[config.mk]
export PLATFORM = sky130hd
export DESIGN_NAME = aes_round_ctrl
export DESIGN_NICKNAME = d
export VERILOG_FILES = /design/src/rtl/aes_round_ctrl.sv
export SDC_FILE = /design/constraint.sdc
export NUM_CORES = 1
export LEC_CHECK = 0
export BUFFER_PORTS_ARGS = -buffer_cell sky130_fd_sc_hd__buf_2
export CORE_AREA = 4 4 258 260
export CTS_CLUSTER_DIAMETER = 30
export DETAILED_ROUTE_END_ITERATION = 8
export DIE_AREA = 0 0 262 264
export GPL_TIMING_DRIVEN = 1
export PLACE_DENSITY_LB_ADDON = 0.05
export SYNTH_ARGS = -nofsm -noshare
export SYNTH_HDL_FRONTEND = slang
export SYNTH_SLANG_ARGS = --single-unit
[constraint.sdc]
create_clock -name i_clk -period 4.2 [get_ports i_clk]
set_clock_uncertainty 0.15 [all_clocks]
set_input_delay 0.42 -clock i_clk [delete_from_list [all_inputs] [get_ports i_clk]]
set_output_delay 0.42 -clock i_clk [all_outputs]
set_load 0.01 [all_outputs]
[src/rtl/aes_round_ctrl.sv]
// Iterative AES-128 round sequencer: owns the state register, fetches round keys and applies AddRoundKey.
// Optional AES_ROUND_CTRL_ABORT_EN adds a synchronous i_abort input.
module aes_round_ctrl #(
  parameter int unsigned NR = 10
) (
  input  logic         i_clk,
  input  logic         i_rst,
`ifdef AES_ROUND_CTRL_ABORT_EN
  input  logic         i_abort,
`endif
  input  logic         i_start_valid,
  output logic         o_start_ready,
  input  logic         i_mode,
  input  logic [127:0] i_data,
  output logic         o_rk_req,
  output logic [3:0]   o_rk_idx,
  input  logic         i_rk_valid,
  input  logic [127:0] i_rk,
  output logic [127:0] o_rnd_data,
  output logic         o_rnd_mode,
  output logic         o_rnd_last,
  input  logic [127:0] i_rnd_data,
  output logic         o_valid,
  input  logic         i_ready,
  output logic [127:0] o_data,
  output logic         o_busy,
  output logic [3:0]   o_round
);

  localparam int unsigned RW   = 4;
  localparam logic [RW-1:0] NR_W = RW'(NR);

  typedef enum logic [1:0] {IDLE, ARK0, ROUND, DONE} fsm_e;

  fsm_e           fsm_q;
  logic [127:0]   blk_q;
  logic [RW-1:0]  round_q;
  logic           mode_q;
  logic           abort_c;

`ifdef AES_ROUND_CTRL_ABORT_EN
  assign abort_c = i_abort && (fsm_q != IDLE);
`else
  assign abort_c = 1'b0;
`endif

  // Sequencer: abort wins over every other transition
  always_ff @(posedge i_clk or posedge i_rst) begin
    if (i_rst) begin
      fsm_q   <= IDLE;
      blk_q   <= '0;
      round_q <= '0;
      mode_q  <= 1'b0;
    end else if (abort_c) begin
      fsm_q   <= IDLE;
      round_q <= '0;
    end else begin
      case (fsm_q)
        IDLE: begin
          if (i_start_valid) begin
            blk_q   <= i_data;
            mode_q  <= i_mode;
            round_q <= '0;
            fsm_q   <= ARK0;
          end
        end
        ARK0: begin
          if (i_rk_valid) begin
            blk_q   <= blk_q ^ i_rk;
            round_q <= RW'(1);
            fsm_q   <= ROUND;
          end
        end
        ROUND: begin
          if (i_rk_valid) begin
            blk_q <= i_rnd_data ^ i_rk;
            if (round_q == NR_W) begin
              fsm_q <= DONE;
            end else begin
              round_q <= round_q + RW'(1);
            end
          end
        end
        DONE: begin
          if (i_ready) begin
            fsm_q   <= IDLE;
            round_q <= '0;
          end
        end
        default: fsm_q <= IDLE;
      endcase
    end
  end

  // Key index runs backwards for the equivalent inverse cipher
  always_comb begin
    o_rk_idx = '0;
    case (fsm_q)
      ARK0:    o_rk_idx = mode_q ? NR_W : '0;
      ROUND:   o_rk_idx = mode_q ? (NR_W - round_q) : round_q;
      default: o_rk_idx = '0;
    endcase
  end

  assign o_start_ready = (fsm_q == IDLE);
  assign o_rk_req      = (fsm_q == ARK0) || (fsm_q == ROUND);
  assign o_rnd_last    = (fsm_q == ROUND) && (round_q == NR_W);
  assign o_rnd_data    = blk_q;
  assign o_rnd_mode    = mode_q;
  assign o_valid       = (fsm_q == DONE);
  assign o_data        = blk_q;
  assign o_busy        = (fsm_q != IDLE);
  assign o_round       = round_q;

endmodule

Word-level counts from Yosys, hierarchy flattened

Index checks and enable logic that the tools add are counted.

Output and inout port bits: 270
RAM bits: 0
Memory bits (read-only): 0
Memories kept: 0
Bits of input ports: 390
Logic and storage cells: 46
Register bits: 135
Latch bits: 0

Muxes and demuxes: 19
Div/mod/pow operators: 0
Reductions and logical operators: 9
Multipliers: 0
Bitwise operators: 2
Add/subtract/negate cells: 2
Shift-type cells: 0
Magnitude comparators: 0
Equal/unequal tests: 10

Operators with widths:

| cell                | number |
|---|---|
| $mux 128            | 3 |
| $pmux 128 s3        | 1 |
| $xor 128x128->128   | 2 |
| $mux 4              | 7 |
| $pmux 4 s4          | 1 |
| $mux 2              | 5 |
| $ne 2x2->1 const B  | 5 |
| $reduce_and 5->1    | 2 |
| $pmux 2 s4          | 1 |
| $pmux 4 s2          | 1 |
| $add 4x1->4 const B | 1 |
| $eq 2x2->1 const B  | 2 |
| $eq 4x4->1 const B  | 1 |
| $reduce_and 4->1    | 1 |
| $sub 4x4->4 const A | 1 |
| $reduce_bool 3->1   | 1 |
| $eq 2x1->1 const B  | 1 |
| $logic_not 2->1     | 1 |
| $ne 2x1->1 const B  | 1 |
| $reduce_and 2->1    | 1 |
| $reduce_bool 2->1   | 1 |
| $logic_and 1x1->1   | 1 |
| $logic_or 1x1->1    | 1 |

Logic depth before layout (Yosys ltp)

Depth after elaboration: 4
Mapped depth: 9

Least setup slack after synthesis

OpenSTA, ideal clock, no wires.

Path kind: reg2out
Start: reg fsm_q[0]
End: out o_rk_idx[3]
Slack: 1.841 ns
Stages on the path, launching flop included: 8
Arrival: 1.789 ns
Data required time: 3.630 ns
Path through: dfrtp_1 > inv_1 > ha_1 > buf_2 > buf_2 > clkbuf_1 > nand3_1 > o21ai_0

Longest elaborated chain between the ends: 2

RTL lines:

| what                                     | line | source |
|---|---|---|
| start: declaration                       | 35   | `fsm_e fsm_q;` |
| start signal: assignment                 | 50   | `fsm_q <= IDLE;` |
| start signal: assignment                 | 55   | `fsm_q <= IDLE;` |
| start signal: assignment                 | 64   | `fsm_q <= ARK0;` |
| $eq 2x2->1 or $eq 2x1->1 (tied branches) | 98   | `case (fsm_q)` |
| $pmux 4 s2 (*)                           | 98   |  |
| end: declaration                         | 16   | `output logic [3:0] o_rk_idx,` |

Mark *: on every way between the ends. The rest lies on a longest branch, timed or not.

Final worst setup path

Start: reg fsm_q[1]
End: out o_rk_idx[3]

The elaborated chain is that of the path after synthesis.

==> results summary <==
The gate count of the mapped netlist came out at 1015. The reported leakage power came out at ~6.5 nW. The number of distinct library cell variants in the gate-level netlist after synthesis is 29. The worst hold path terminates at o_data[49].

The count of boundary I/O pins is between 600 and 700. The min-delay analysis places its worst path in the category in -> reg. The post-synthesis cell type with the largest combined area is dfrtp_1. The TritonCTS clock tree is built.

The final-report max-slew violation count is 0. The TritonCTS buffer count came out at 17. The global-route wire length before repair is about 63000 microns.

The largest net degree at the start of global routing came out at 145. The endpoint of the worst register-to-register path is o_data[119]. The worst path uses about 74% of the clock period. The summed instance area of the synthesized netlist came out at around 0.0098 sq mm. The worst setup path is captured at a primary output. The mean post-synth cell area is about 9.6 sq um. The register bit count reported by yosys is 135. The type of the setup path with the least slack is reg -> out. The number of global-route vias before repair is 9186. The total number of H-tree levels came out at 4.

The fraction of layout cells with a size suffix above 1 is between 40% and 50%. After synthesis, the cell types taking the most area are dfrtp_1, mux2i_1, xnor2_1. Relative to the synthesized area, the layout overhead comes to 39.9%. Summed over all layers, the routed wires come to roughly 45000 microns. Setup violations remaining at the end of the flow were counted as 0. The total global routing track utilization came out at approximately an eighth.

The worst slack at placement came out at about 1.2 ns. The number of I/O port buffers came out at about 660. The final worst-path setup slack came out at around 1.1 ns.

The Yosys warning count is 0. The floorplan core area came out at roughly 0.064 sq mm. In this run the vertical extent of the chip is 264 microns. The transition time of the tightest slew-check pin came out at 0.867 ns. For flop-to-flop paths, the worst setup slack is 1.36 ns.

Headroom to the max-slew limit came out at around 42%. CTS placed an instance of clkbuf_16 at the clock tree root. The later pin in the worst-skew pair is clocked with a latency of between 0.4 and 0.5 ns. The largest individual stage delay along the critical path comes from the cell ha_4. Setup total negative slack on the finished layout was measured at 0 ns. The worst path required time is ~3.6 ns. The fraction of the yosys area taken by sequential cells came out at 34.6%. The critical path goes through inv_1 > ha_4 > nand2_1 > o21ai_0 > buf_2. The vias per cell came out at 3.70.

The finished layout cell area is about 0.014 sq mm. In this run the biggest area consumer among cell types represents between 30% and 40% of the synthesized area. The number of endpoints with negative hold slack in the final report is 0. Counting I/O delays and the setup requirement, the final critical path takes ~3.1 ns.

The starting density of the core is between 15 and 20%. The logic depth of the worst register-to-register path is 7. The startpoint class of the critical path is a flip-flop.

The routability-driven placement congestion ratio came out at between 0.7 and 0.8. The total setup buffers inserted after CTS is 0. The worst hold path passes through 3 cells. The number of iterations in the first detailed-routing pass is 4.

CTS saw between 100 and 150 sinks. Derived from the worst setup path, the maximum achievable clock frequency is 321 MHz. The arrival time of the worst setup path came out at 2.54 ns.

After legalization and detailed placement, the total HPWL measured between 30000 and 40000 microns. In this run the most critical hold path is launched from i_data[49]. After floorplanning, the core was divided into a little over 90 placement rows.

The number of gates given a new drive strength after cts is 0. The detailed router finished its first iteration with between 300 and 400 violations. The number of nets still failing antenna checks after routing is 0.

The post-place instance area is ~0.013 sq mm. The maximum vdd drop came out at about 0.73 mV. The power per standard cell area is between 900 and 1000 mW/mm^2.

The startpoint identified for the worst register-to-register timing path is fsm_q[0]. On the worst path, the slowest cell contributes a delay of 0.75 ns. The DRC violation count after routing is 0. The run finished with clean final reports. The routed layout has about 9000 vias. The initial antenna violation count is 24.

The clock input transition at the sequential cells of the worst setup and hold paths is roughly 0.07 ns. The chip width is 262 microns. The average wire per standard cell is between 15 and 20 microns.

The global-route congestion overflow total came out at 0. The die area is 0.0692 sq mm. The number of buffers between clock root and the deepest sink came out at 2.

The final layout contains 1914 nets. The number of max-cap violations is 0. The top fanout value on the critical path is 38.

The post-synth net total is about 1400. Setup repair after global routing left no endpoint under its margin.
==> what timing repair did <==
action	in CTS	in global routing
endpoints found under the setup margin	0	0
hold buffers	2	0
hold endpoints to repair	40	0
==> sequential cells by signal, indices dropped and copies added (netlist names) <==
name / flops
o_data: 128
o_round: 4
o_rnd_mode: 1
fsm_q: 2
==> cells by family (layout without fill, tap and decap cells) <==
group / after synthesis / after routing / share of synthesized area, %
XOR/XNOR: 130 / 130 / 11.6
buffers and inverters: 195 / 705 / 12.7
flip-flops: 135 / 135 / 34.6
adder cells (fa/ha/maj): 8 / 8 / 1.02
other: 0 / 10 / 0
AND/OR/NAND/NOR: 147 / 147 / 5.90
AO/OA/AOI/OAI: 139 / 139 / 7.37
multiplexers: 261 / 261 / 26.8
==> layout by cell type, fill, tap and decap left out <==
master / instances
bufinv_16: 1
diode_2: 10
clkbuf_8: 1
dlygate4sd3_1: 2
or2_1: 1
ha_1: 6
nand2_1: 4
xnor2_1: 129
clkbuf_1: 1
mux2_2: 3
and3_1: 1
clkbuf_16: 17
and2_1: 1
a21oi_1: 129
clkinv_2: 4
nor3_4: 1
o21ba_1: 1
a211o_1: 1
nand3b_1: 1
o32a_1: 1
ha_4: 2
a211oi_1: 1
inv_6: 1
mux2i_1: 258
dfrtp_1: 135
inv_1: 8
clkinv_4: 2
nor2b_1: 1
o41ai_1: 1
nor4_1: 1
xor2_1: 1
nor2_1: 134
o21ai_0: 4
clkinvlp_4: 2
buf_2: 659
a221o_1: 1
buf_12: 7
nand3_1: 2
==> power by group <==
group | switching, mW | internal [mW] | leakage, nW
Sequential | 0.853 | 2.02 | 1.52
Combinational | 4.46 | 3.66 | 4.71
Clock | 0.658 | 0.812 | 0.256
==> through the flow <==
step           power (mW)  hold slack (ns)  instances  utilization [%]
6_report             12.5            0.107       2390             21.3
3_3_place_gp         11.3            0.425       2350             20.4
3_5_place_dp         11.3            0.424       2350             20.4
2_1_floorplan        9.04            0.404       1015                -
4_1_cts              12.9           0.0415       2380             21.3
5_1_grt              13.6           0.0684       2387             21.3
==> worst max-delay path, delay by kind of cell (launching register included) <==
family	cells	cell delay [ns]
and+or+nand+nor	1	0.30
adders and majority gates	1	0.75
AOI/OAI and AO/OA	1	0.27
DFF	1	0.45
buffers and inverters	2	0.30
==> synthesized netlist by cell type <==
library cell and number:
o21ai_0 4, and3_1 1, mux2i_1 258, and2_1 1
buf_1 7, mux2_2 3, a21oi_1 129, xnor2_1 129
inv_1 9, or2_1 1, nor4_1 1, a211oi_1 1
nor3_2 1, ha_1 8, o21ba_1 1, a221o_1 1
a211o_1 1, nor2_1 134, clkbuf_1 25, xor2_1 1
nand3b_1 1, o32a_1 1, dfrtp_1 135, nor2b_1 1
o41ai_1 1, nand3_1 2, nand2_1 4, buf_2 26
buf_4 128
==> worst max path at each step <==
stage | slack [ns] | from | endpoint
detailed placement | 1.22 | fsm_q[0] | o_data[119]
global placement | 1.19 | fsm_q[0] | o_data[119]
floorplan | 0.02 | i_rst | fsm_q[0]
global route | 0.83 | fsm_q[1] | o_rk_idx[3]
finish | 1.09 | fsm_q[1] | o_rk_idx[3]
CTS | 0.96 | fsm_q[1] | o_rk_idx[3]
==> routing by layer <==
metal  global-route usage (%)  up-vias  share of wire [%]
li1                         -     4327                  -
met1                     13.4     4056                 37
met2                     22.4      382                 51
met3                     5.26       49                 10
met4                     3.63       24                1.4
met5                        0        -               0.39
==> area by class of cell <==
type | instances | area (sq um)
fill | 7168 | 50400
multi-input combinational | 685 | 5180
timing repair buffer | 668 | 3460
sequential | 135 | 3380
tap | 855 | 1070
clock buffer | 19 | 443
clock inverter | 9 | 82.6
inverter | 9 | 38.8
antenna | 10 | 25.0
Note: power is estimated with default switching activity, not from simulation.
